File: config.mk
export PLATFORM = sky130hd
export DESIGN_NAME = div_seq_32bit
export DESIGN_NICKNAME = d
export VERILOG_FILES = /design/src/rtl/div_seq_32bit.sv
export SDC_FILE = /design/constraint.sdc
export NUM_CORES = 1
export LEC_CHECK = 0
export ABC_CLOCK_PERIOD_IN_PS = 3690
export CAP_MARGIN = 0
export CORE_MARGIN = 2
export CORE_UTILIZATION = 40
export CTS_CLUSTER_SIZE = 12
export DETAILED_ROUTE_END_ITERATION = 12
export PLACE_DENSITY_LB_ADDON = 0.25
export SLEW_MARGIN = 20
export SYNTH_ARGS = -nofsm -noshare
export SYNTH_HDL_FRONTEND = slang
export SYNTH_SLANG_ARGS = --single-unit
File: constraint.sdc
create_clock -name clk -period 3.69 [get_ports clk]
set_input_delay 0.5535 -clock clk [delete_from_list [all_inputs] [get_ports clk]]
set_output_delay 0.5535 -clock clk [all_outputs]
set_load 0.01 [all_outputs]
File: src/rtl/div_seq_32bit.sv
// Iterative restoring divider for MIPS DIV/DIVU: one subtract-and-shift step per clock,
// a sign-fixup cycle, and a one-cycle fast path for a zero divisor.
module div_seq_32bit #(
   parameter int WIDTH = 32
) (
   input  logic             clk,
   input  logic             rst_n,
   input  logic             start,
   input  logic             div_signed,
   input  logic [WIDTH-1:0] dividend,
   input  logic [WIDTH-1:0] divisor,
   output logic             busy,
   output logic             done,
   output logic [WIDTH-1:0] quotient,
   output logic [WIDTH-1:0] remainder,
   output logic             div_by_zero,
   output logic [1:0]       o_dbg_state
);

   localparam int CW = $clog2(WIDTH + 1);

   // Handshake: start is sampled only while IDLE. busy is high in every cycle from the
   // acceptance edge up to the edge that raises done; done is a one-cycle pulse and the
   // results stay valid until the next accepted start.
   typedef enum logic [1:0] {
      S_IDLE  = 2'd0,
      S_CALC  = 2'd1,
      S_FIX   = 2'd2,
      S_DZERO = 2'd3
   } state_t;

   state_t r_state;
   state_t w_state_nxt;

   logic [WIDTH-1:0] r_q;
   logic [WIDTH-1:0] r_pr;
   logic [WIDTH-1:0] r_dmag;
   logic [WIDTH-1:0] r_dividend;
   logic             r_neg_q;
   logic             r_neg_r;
   logic [CW-1:0]    r_cnt;
   logic             r_done;
   logic [WIDTH-1:0] r_quotient;
   logic [WIDTH-1:0] r_remainder;
   logic             r_dz;

   logic             w_accept;
   logic             w_step;
   logic             w_fix;
   logic             w_dzero;
   logic             w_busy;
   logic             w_div_zero;
   logic [WIDTH-1:0] w_a_mag;
   logic [WIDTH-1:0] w_b_mag;
   logic [WIDTH:0]   w_shift;
   logic [WIDTH:0]   w_trial;

   // ---------------- state register ----------------
   always_ff @(posedge clk or negedge rst_n) begin
      if (!rst_n) begin
         r_state <= S_IDLE;
      end else begin
         r_state <= w_state_nxt;
      end
   end

   // ---------------- next-state logic ----------------
   always_comb begin
      w_state_nxt = r_state;
      case (r_state)
         S_IDLE: begin
            if (start) begin
               w_state_nxt = w_div_zero ? S_DZERO : S_CALC;
            end
         end
         S_CALC: begin
            if (r_cnt == CW'(1)) begin
               w_state_nxt = S_FIX;
            end
         end
         S_FIX:   w_state_nxt = S_IDLE;
         S_DZERO: w_state_nxt = S_IDLE;
         default: w_state_nxt = S_IDLE;
      endcase
   end

   // ---------------- output / control decode ----------------
   always_comb begin
      w_accept = 1'b0;
      w_step   = 1'b0;
      w_fix    = 1'b0;
      w_dzero  = 1'b0;
      w_busy   = 1'b0;
      case (r_state)
         S_IDLE:  w_accept = start;
         S_CALC: begin
            w_step = 1'b1;
            w_busy = 1'b1;
         end
         S_FIX: begin
            w_fix  = 1'b1;
            w_busy = 1'b1;
         end
         S_DZERO: begin
            w_dzero = 1'b1;
            w_busy  = 1'b1;
         end
         default: w_busy = 1'b0;
      endcase
   end

   // ---------------- datapath ----------------
   assign w_div_zero = (divisor == '0);
   assign w_a_mag    = (div_signed && dividend[WIDTH-1]) ? -dividend : dividend;
   assign w_b_mag    = (div_signed && divisor[WIDTH-1])  ? -divisor  : divisor;

   // The partial remainder is always below the divisor, so WIDTH bits hold it;
   // only the shifted trial value needs the extra bit.
   assign w_shift = {r_pr, r_q[WIDTH-1]};
   assign w_trial = w_shift - {1'b0, r_dmag};

   always_ff @(posedge clk or negedge rst_n) begin
      if (!rst_n) begin
         r_q        <= '0;
         r_pr       <= '0;
         r_dmag     <= '0;
         r_dividend <= '0;
         r_neg_q    <= 1'b0;
         r_neg_r    <= 1'b0;
         r_cnt      <= '0;
      end else if (w_accept) begin
         r_q        <= w_a_mag;
         r_pr       <= '0;
         r_dmag     <= w_b_mag;
         r_dividend <= dividend;
         r_neg_q    <= div_signed & (dividend[WIDTH-1] ^ divisor[WIDTH-1]);
         r_neg_r    <= div_signed & dividend[WIDTH-1];
         r_cnt      <= CW'(WIDTH);
      end else if (w_step) begin
         if (!w_trial[WIDTH]) begin
            r_pr <= w_trial[WIDTH-1:0];
            r_q  <= {r_q[WIDTH-2:0], 1'b1};
         end else begin
            r_pr <= w_shift[WIDTH-1:0];
            r_q  <= {r_q[WIDTH-2:0], 1'b0};
         end
         r_cnt <= r_cnt - CW'(1);
      end
   end

   // Negation wraps, so the signed overflow case yields 0x80000000 with no flag.
   always_ff @(posedge clk or negedge rst_n) begin
      if (!rst_n) begin
         r_done      <= 1'b0;
         r_quotient  <= '0;
         r_remainder <= '0;
         r_dz        <= 1'b0;
      end else begin
         r_done <= w_fix | w_dzero;
         if (w_accept && !w_div_zero) begin
            r_dz <= 1'b0;
         end
         if (w_fix) begin
            r_quotient  <= r_neg_q ? -r_q  : r_q;
            r_remainder <= r_neg_r ? -r_pr : r_pr;
         end
         if (w_dzero) begin
            r_quotient  <= '1;
            r_remainder <= r_dividend;
            r_dz        <= 1'b1;
         end
      end
   end

   assign busy        = w_busy;
   assign done        = r_done;
   assign quotient    = r_quotient;
   assign remainder   = r_remainder;
   assign div_by_zero = r_dz;
   assign o_dbg_state = r_state;

endmodule

==> impl_metrics.env <==
export IMPL_cp_end_kind="flop"
export IMPL_htreeDepth=1
export IMPL_synth_top_area_cell="dfrtp_1"
export IMPL_die_h_um=182.9
export IMPL_r2r_start="r_pr[11]"
export IMPL_n_antenna_cell=0
export IMPL_antenna_found_initial=0
export IMPL_synth_seq_cells=204
export IMPL_cts_tree="yes"
export IMPL_cts_sinks=204
export IMPL_fmax_ghz=0.2973
export IMPL_die_x_um=182.9
export IMPL_initial_utilization=0.4056
export IMPL_finalPower_mw=9.993
export IMPL_clock_skew_ps=14.97
export IMPL_critPathKind="reg -> reg"
export IMPL_cts_made_buffers=24
export IMPL_synth_cell_types=61
export IMPL_crit_required_ps=4100
export IMPL_tns_ps=0
export IMPL_routed_wl_um=33270
export IMPL_reg2reg_to="remainder[31]"
export IMPL_ys_warn_count=0
export IMPL_holdCritPathClass="in -> async"
export IMPL_relSlewSlack=0.3402
export IMPL_gp_congestion=0.8598
export IMPL_multi_input_area_mm2=0.007189
export IMPL_setup_viol_count_final=0
export IMPL_grtUsageTotal=0.1995
export IMPL_postRouteAntennaNets=0
export IMPL_cp_max_fo=6
export IMPL_synth_edff_count=0
export IMPL_maxCapViolCount=0
export IMPL_via_per_inst=5.308
export IMPL_io_pins=137
export IMPL_synth_seq_area_share=0.3989
export IMPL_fin_crit_ps=3364
export IMPL_maxSlewViolCount=0
export IMPL_seq_area_mm2=0.005107
export IMPL_grt_pass1_wl_um=55020
export IMPL_ir_drop_uv=396.3
export IMPL_leakage_nw=6.601
export IMPL_cts_root_buf="clkbuf_16"
export IMPL_reg2reg_setup_slack_ps=330
export IMPL_drt_initial_drc_count=667
export IMPL_hold_viol=0
export IMPL_drive_above_1_share=0.06917
export IMPL_synth_area_leaders="dfrtp_1 40%, nand2_1 8.5%, xor2_1 5.7%"
export IMPL_crit_path_start_kind="flop"
export IMPL_cts_setup_buffers=0
export IMPL_area_growth_pct=20.08
export IMPL_fp_row_count=65
export IMPL_cts_resized=0
export IMPL_rsz0062_at_grt="false"
export IMPL_grt_pass1_vias=10600
export IMPL_drc_errors=0
export IMPL_netlist_area_mm2=0.01280
export IMPL_status="finished, final reports clean"
export IMPL_holdBufCountCts=0
export IMPL_grt_max_degree=189
export IMPL_core_area_mm2=0.03156
export IMPL_dieArea_mm2=0.03344
export IMPL_cts_clk_slew_worst_paths_ps=60
export IMPL_synth_nets=1669
export IMPL_post_route_period_util=0.9116
export IMPL_first_pass_iters=5
export IMPL_clock_latency_ps=530
export IMPL_synth_top_cell_area_share=0.3989
export IMPL_wl_per_cell_um=16.00
export IMPL_critPathArrivalTime_ps=3780
export IMPL_avgSynthCellArea_um2=8.194
export IMPL_worst_slew_pin_slew_ps=989.8
export IMPL_dp_hpwl_um=24200
export IMPL_grt_ovfl_total=0
export IMPL_fillers=3092
export IMPL_synth_async_sr_flop_share=1.000
export IMPL_port_buffers=136
export IMPL_final_nets=1770
export IMPL_r2r_cells=9
export IMPL_postSynthCellCount=1562
export IMPL_vias=11040
export IMPL_synth_ff_type="dfrtp_1"
export IMPL_power_density_mw_per_mm2=650.2
export IMPL_clk_path_buf_depth=3
sequential cells by signal (all words and copies together) (netlist names):
signal,flops
r_dmag,32
quotient,32
done,1
r_dividend,32
remainder,32
r_q,32
div_by_zero,1
r_neg_r,1
r_neg_q,1
r_pr,32
o_dbg_state,2
r_cnt,6
stage by stage:
| step | instance area (um2) | worst slack, ps | util | hold slack (ps) | cells |
|---|---|---|---|---|---|
| after floorplan | 12800 | 474.7 | - | 257.9 | 1562 |
| after global placement | 14620 | 260.4 | 0.4633 | 457.4 | 2039 |
| after detailed placement | 14620 | 214.7 | 0.4634 | 463.2 | 2039 |
| after CTS | 15370 | 352.3 | 0.4870 | 115.6 | 2079 |
| after global routing | 15370 | 102.8 | 0.4870 | 152.7 | 2079 |
| final | 15370 | 326.1 | 0.4870 | 46.34 | 2079 |
layer usage:
| layer | vias to the layer above | GRT usage | part of all wire |
|---|---|---|---|
| li1 | 5610 | - | - |
| met1 | 5145 | 0.2904 | 0.50 |
| met3 | 39 | 0.02343 | 0.039 |
| met5 | - | 0 | 0 |
| met2 | 242 | 0.3214 | 0.45 |
| met4 | 0 | 0.04096 | 0.018 |
cell families after synthesis:
kind of cell | after synthesis | synth area share
multiplexers | 36 | 0.03148
AND/OR/NAND/NOR | 603 | 0.2092
adder cells (fa/ha/maj) | 39 | 0.03871
flip-flops | 204 | 0.3989
XOR/XNOR | 143 | 0.09786
AO/OA/AOI/OAI | 396 | 0.1813
buffers and inverters | 141 | 0.04253
report_power, final:
group | internal, mW | switching (mW)
Clock | 1.34 | 0.928
Combinational | 1.91 | 2.40
Sequential | 2.68 | 0.731
worst max path at each step:
stage / start / end / slack (ps) / cells after the start
floorplan: r_q[31] / r_pr[15] / 470 / 12
global placement: dividend[4] / r_q[30] / 260 / 12
detailed placement: divisor[1] / r_dmag[27] / 210 / 10
CTS: r_pr[11] / remainder[31] / 350 / 9
global route: r_q[31] / r_pr[9] / 100 / 13
finish: r_pr[11] / remainder[31] / 330 / 9
final cells by class:
class                   count  share of cell area
repair buffers            165              0.1062
multi-input cells        1217              0.4678
clock inverters             6            0.004315
flip-flops and latches    204              0.3323
clock buffers              34             0.04413
inverters                  51             0.01246
well taps                 402             0.03273
placed cells by master, fill, tap and decap left out, types with 8 or more instances in the layout:
| master | Yosys | final |
|---|---|---|
| nand3_1 | 45 | 45 |
| mux2i_1 | 8 | 8 |
| nor2_1 | 138 | 138 |
| nor2b_1 | 11 | 8 |
| nor4_1 | 11 | 11 |
| a21o_1 | 12 | 12 |
| mux2_2 | 26 | 26 |
| nand2b_1 | 16 | 14 |
| o41ai_1 | 10 | 10 |
| o31ai_1 | 31 | 31 |
| xnor2_1 | 59 | 59 |
| dfrtp_1 | 204 | 202 |
| inv_1 | 51 | 51 |
| and3_1 | 9 | 9 |
| or3_1 | 17 | 17 |
| a21oi_1 | 130 | 130 |
| o21ai_0 | 139 | 139 |
| or4_1 | 11 | 11 |
| buf_4 | 1 | 25 |
| ha_1 | 38 | 38 |
| xor2_1 | 84 | 83 |
| clkbuf_16 | 0 | 24 |
| nand4_1 | 8 | 8 |
| clkdlybuf4s50_1 | 0 | 135 |
| nor3_1 | 21 | 21 |
| nand2_1 | 291 | 291 |
| a31oi_1 | 36 | 36 |
synthesized netlist by cell type, types with 9 or more instances:
master,number
nand2_1,291
dfrtp_1,204
o21ai_0,139
nor2_1,138
a21oi_1,130
xor2_1,84
clkbuf_1,78
xnor2_1,59
inv_1,51
nand3_1,45
ha_1,38
a31oi_1,36
o31ai_1,31
mux2_2,26
nor3_1,21
or3_1,17
nand2b_1,16
a21o_1,12
nor2b_1,11
nor4_1,11
or4_1,11
o41ai_1,10
and3_1,9
worst max-delay path, stage by stage, from the launching register on:
cell     delay (ps)
dfrtp_1         450
or3_4           420
or4_4           430
or2_4           280
or4_4           440
or3_4           380
o31ai_4         190
xor2_1          240
o21ai_1         140
mux2_4          280
No activity file was read; power rests on OpenSTA's default activity.
